==> src/rtl/time_machine_sequencer.sv <==
// Mission controller for the time machine: sequences load, charge, jump and unload,
// and owns the era register and the shared state timer.
module time_machine_sequencer #(
  parameter int unsigned CREW_REQ       = 4,
  parameter int unsigned MAX_PASSENGERS = 15,
  parameter int unsigned MAX_CARGO      = 15,
  parameter int unsigned LOAD_TIMEOUT   = 200,
  parameter int unsigned CHARGE_CYCLES  = 16,
  parameter int unsigned TIMER_W        = 8
) (
  input  logic               clk,
  input  logic               rst,
  input  logic               start,
  input  logic               launch,
  input  logic               abort,
  input  logic               fault_clr,
  input  logic [3:0]         crew_count,
  input  logic [3:0]         passenger_count,
  input  logic [3:0]         cargo_count,
  input  logic [3:0]         target_era,
  output logic [2:0]         state,
  output logic               busy,
  output logic               door_open,
  output logic               charging,
  output logic               jumping,
  output logic               fault,
  output logic [3:0]         current_era,
  output logic [TIMER_W-1:0] timer
);

  typedef enum logic [2:0] {
    S_REST   = 3'b000,
    S_LOAD   = 3'b001,
    S_READY  = 3'b010,
    S_CHARGE = 3'b011,
    S_JUMP   = 3'b100,
    S_ARRIVE = 3'b101,
    S_UNLOAD = 3'b110,
    S_FAULT  = 3'b111
  } state_t;

  state_t             st;
  logic [TIMER_W-1:0] tmr;
  logic [3:0]         era;
  logic [3:0]         tgt;
  logic               loaded;

  // Compared at 32 bits so a limit at the top of the 4-bit range stays a plain compare
  assign loaded = (32'(crew_count) == CREW_REQ) &&
                  (32'(passenger_count) <= MAX_PASSENGERS) &&
                  (32'(cargo_count) <= MAX_CARGO);

  // Every transition also clears the timer; otherwise it counts up and saturates
  always_ff @(posedge clk or posedge rst) begin
    if (rst) begin
      st  <= S_REST;
      tmr <= '0;
      era <= '0;
      tgt <= '0;
    end else begin
      if (!(&tmr)) tmr <= tmr + TIMER_W'(1);
      case (st)
        S_REST: begin
          if (start) begin
            st  <= S_LOAD;
            tmr <= '0;
          end
        end
        S_LOAD: begin
          if (abort) begin
            st  <= S_REST;
            tmr <= '0;
          end else if (loaded) begin
            st  <= S_READY;
            tmr <= '0;
          end else if (tmr == TIMER_W'(LOAD_TIMEOUT - 1)) begin
            st  <= S_FAULT;
            tmr <= '0;
          end
        end
        S_READY: begin
          if (abort) begin
            st  <= S_REST;
            tmr <= '0;
          end else if (!loaded) begin
            st  <= S_LOAD;
            tmr <= '0;
          end else if (launch) begin
            st  <= S_CHARGE;
            tmr <= '0;
            tgt <= target_era;
          end
        end
        S_CHARGE: begin
          if (abort) begin
            st  <= S_REST;
            tmr <= '0;
          end else if (tmr == TIMER_W'(CHARGE_CYCLES - 1)) begin
            st  <= S_JUMP;
            tmr <= '0;
          end
        end
        // Era steps by one per cycle (mod 16) until it reaches the latched target
        S_JUMP: begin
          if (era == tgt) begin
            st  <= S_ARRIVE;
            tmr <= '0;
          end else begin
            era <= era + 4'd1;
          end
        end
        S_ARRIVE: begin
          st  <= S_UNLOAD;
          tmr <= '0;
        end
        S_UNLOAD: begin
          if (passenger_count == 4'd0 && cargo_count == 4'd0) begin
            st  <= S_REST;
            tmr <= '0;
          end
        end
        S_FAULT: begin
          if (fault_clr) begin
            st  <= S_REST;
            tmr <= '0;
          end
        end
      endcase
    end
  end

  assign state       = st;
  assign busy        = (st != S_REST);
  assign door_open   = (st == S_LOAD) || (st == S_UNLOAD);
  assign charging    = (st == S_CHARGE);
  assign jumping     = (st == S_JUMP);
  assign fault       = (st == S_FAULT);
  assign current_era = era;
  assign timer       = tmr;

endmodule

==> config.mk <==
export PLATFORM = sky130hd
export DESIGN_NAME = time_machine_sequencer
export DESIGN_NICKNAME = d
export VERILOG_FILES = /design/src/rtl/time_machine_sequencer.sv
export SDC_FILE = /design/constraint.sdc
export NUM_CORES = 1
export LEC_CHECK = 0
export CAP_MARGIN = 10
export CELL_PAD_IN_SITES_DETAIL_PLACEMENT = 2
export CELL_PAD_IN_SITES_GLOBAL_PLACEMENT = 2
export CORE_ASPECT_RATIO = 2
export CORE_MARGIN = 2
export CORE_UTILIZATION = 26
export DETAILED_ROUTE_END_ITERATION = 7
export GPL_TIMING_DRIVEN = 0
export PLACE_DENSITY_LB_ADDON = 0.1
export RECOVER_POWER = 25
export SLEW_MARGIN = 20
export SYNTH_ARGS = -nofsm -noshare
export SYNTH_HDL_FRONTEND = slang
export SYNTH_SLANG_ARGS = --single-unit
==> constraint.sdc <==
create_clock -name clk -period 2.5 [get_ports clk]
set_clock_uncertainty 0.05 [all_clocks]
set_input_delay 0.25 -clock clk [delete_from_list [all_inputs] [get_ports clk]]
set_output_delay 0.25 -clock clk [all_outputs]
set_load 0.005 [all_outputs]
==> results.cfg <==
[grt]
grt_pass1_wl_um = 5930
grt_max_degree = 20
track_usage = 0.158
grt_pass1_vias = 1217
antenna_found_initial = 0
overflow = 0

[floorplanning]
rows = 34
pin_count = 42
die_x_um = 51.3
die_area_sq_mm = 0.00506
die_h_um = 98.6
core-area_sq_mm = 0.00434
initial_core_util = 0.268

[routing]
dr.pass1.iters = 3
num_vias = 1071
via_per_inst = 5.05
wl_um = 3510
ant_nets = 0
first_iter_violations = 7
drc = 0
wl_per_cell_um = 16.5

[sta]
tightest_slew_ps = 773
fmax_ghz = 0.461
drv_slew = 0
slew_headroom = 0.484
worst_slack_ps = 330
setup_viol = 0
final-hold-violation-count = 0
rsz0062_at_grt = false
fin_crit_ps = 2170
finalSetupTns_ps = 0
period_share = 0.868

[yosys]
synth_area_sq_mm = 0.00116
synth_edf_count = 0
synth-main-ff-cell = dfrtp_1
synthCells = 113
syn-num-nets = 137
ys_ff_latch = 19
async_flop_share = 1.00
ys_warn_count = 0
yosysUniqueCellTypes = 42
avgSynthCellArea_sq_um = 10.3
yosysSeqAreaShare = 0.409

[critical_path]
reg2reg_from = timer[0]
cp_max_fo = 9
endpoint_kind = output pin
reg2reg_depth = 7
path_class = flip-flop to output pin
path_cells = clkbuf_1 -> nor2b_1 -> inv_1 -> o21ai_0 -> clkdlybuf4s50_1
max_stage_delay_ps = 530
cp_slowest_cell = clkdlybuf4s50_1
crit_required_ps = 2200
cp-startpoint = state[1]
reg2reg_to = state[0]
crit_end = door_open
crit_arrival_ps = 1870
r2r_setup_slack_ps = 430
cp-start-kind = flip-flop

[power_and_ir_drop]
switching_share = 0.396
peakVddDrop_uv = 573
power.share.clock = 0.148
p_leak_uw = 0.000704
power_frac_seq = 0.324
p_per_area_mw_per_mm2 = 867
totalPowerFinal_uw = 1460
internal_power_uw = 883
power.switching_uw = 579
p_comb_frac = 0.528

[min_path]
min_from = tgt[2]
holdCritPathClass = flip-flop to flip-flop

[finish]
finalInstanceArea_sq_mm = 0.00169
n_antenna_cell = 0
syn_to_final_growth_pct = 44.9
nNetsFinal = 183
fin_util = 0.389
drive_gt1_frac = 0.133

[placed_design]
dp_slack_ps = 187
place_hpwl_um = 2920
portBuffers = 41
gp_congestion = 0.751
dpl_cell_area_sq_mm = 0.00164

[flow_run]
maxCapViolations = 0

[outcome]
status = finished, final reports clean

[cts]
cts_sinks = 19
cts_hold_buf = 0
cts_setup_buffers = 0
cts_tree = built
clk_latency_ps = 260
cts_buffer_depth = 2
clkTransAtPathRegs_ps = 70
cts_max_level = 1
cts_buffers = 3
cts_resized = 0
cts_root_buffer = clkbuf_8
## Yosys cell counts, types with 2 or more instances
cell type	number	area [sq um]
and3_1	2	12.5
nor2_1	10	37.5
nor3b_2	3	37.5
nand2_1	11	41.3
nor2b_1	2	12.5
inv_1	4	15.0
a31oi_1	3	18.8
nor3_1	2	10.0
ha_1	2	25.0
xnor2_1	4	35.0
mux2_2	4	45.0
clkbuf_1	2	7.51
nor4_1	3	18.8
nand3_1	6	30.0
nand4_1	2	12.5
a21oi_1	2	10.0
o21ai_0	2	10.0
dfrtp_1	19	475
xor2_1	7	61.3
## state kept, by name, summed over array words and instances, names as in the netlist
name and flops:
current_era 4, state 3, tgt 4, timer 8
## layer usage
metal  track usage  vias up  part of all wire
li1              -      499                 -
met1         0.152      538              0.34
met2         0.316       29              0.61
met3        0.0182        5             0.030
met4        0.0668        0             0.019
met5             0        -                 0
## critical path, delay by kind of cell (launching register included)
family          cells  cell delay (ps)
buf+inv             3              830
simple gates        1              240
compound gates      1              160
flops               1              380
## area by class of cell
class | count | area [sq um]
tap | 54 | 67.6
multi-input combinational | 85 | 646
buffer | 4 | 23.8
clock buffer | 4 | 45.0
timing repair buffer | 41 | 410
sequential | 19 | 475
fill | 519 | 2650
inverter | 5 | 18.8
## metrics by stage
stage	cells	hold WS, ps
floorplan	113	151
global placement	208	455
detailed placement	208	467
CTS	212	406
global route	212	515
finish	212	480
## cell usage in the layout (no fill, tap or decap), drive strengths merged, types with 2 or more instances in the layout
| cell | Yosys | final |
|---|---|---|
| a21oi | 2 | 2 |
| nor3 | 3 | 3 |
| o21ai | 3 | 3 |
| clkdlybuf4s50 | 0 | 40 |
| nor4 | 3 | 3 |
| xnor2 | 4 | 4 |
| and3 | 2 | 2 |
| nand2 | 11 | 11 |
| dfrtp | 19 | 19 |
| inv | 5 | 5 |
| o221a | 2 | 2 |
| a31oi | 3 | 3 |
| buf | 2 | 2 |
| nor2 | 10 | 10 |
| mux2 | 4 | 4 |
| xor2 | 7 | 7 |
| ha | 2 | 2 |
| nand4 | 2 | 2 |
| nor3b | 3 | 3 |
| clkbuf | 2 | 6 |
| nand3 | 6 | 6 |
| nor2b | 2 | 2 |
## power by group through the flow
stage	logic [uW]	clock network [uW]	registers, uW
after floorplan	438	0	462
after detailed placement	792	0	480
final	773	217	473
after CTS	794	232	475
after global routing	866	243	488
after global placement	750	0	474
## how the worst min path moves through the flow
stage	to	slack [ps]	cells after the start
6_report	tgt[2]	480	1
5_1_grt	tgt[0]	510	1
4_1_cts	tgt[2]	410	2
3_5_place_dp	tgt[2]	470	1
3_3_place_gp	current_era[3]	450	1
2_1_floorplan	current_era[0]	150	1
## cell families (layout without fill, tap and decap cells)
group                      after synthesis  count (layout)  synth area share
DFF                                     19              19             0.409
buffers and inverters                    9              54            0.0365
xor gates and xnor gates                11              11            0.0828
AOI/OAI and AO/OA                       17              17             0.143
adders and majority gates                2               2            0.0215
muxes                                    5               5            0.0473
and+or+nand+nor                         50              50             0.260
Note: power is estimated with default switching activity, not from simulation.
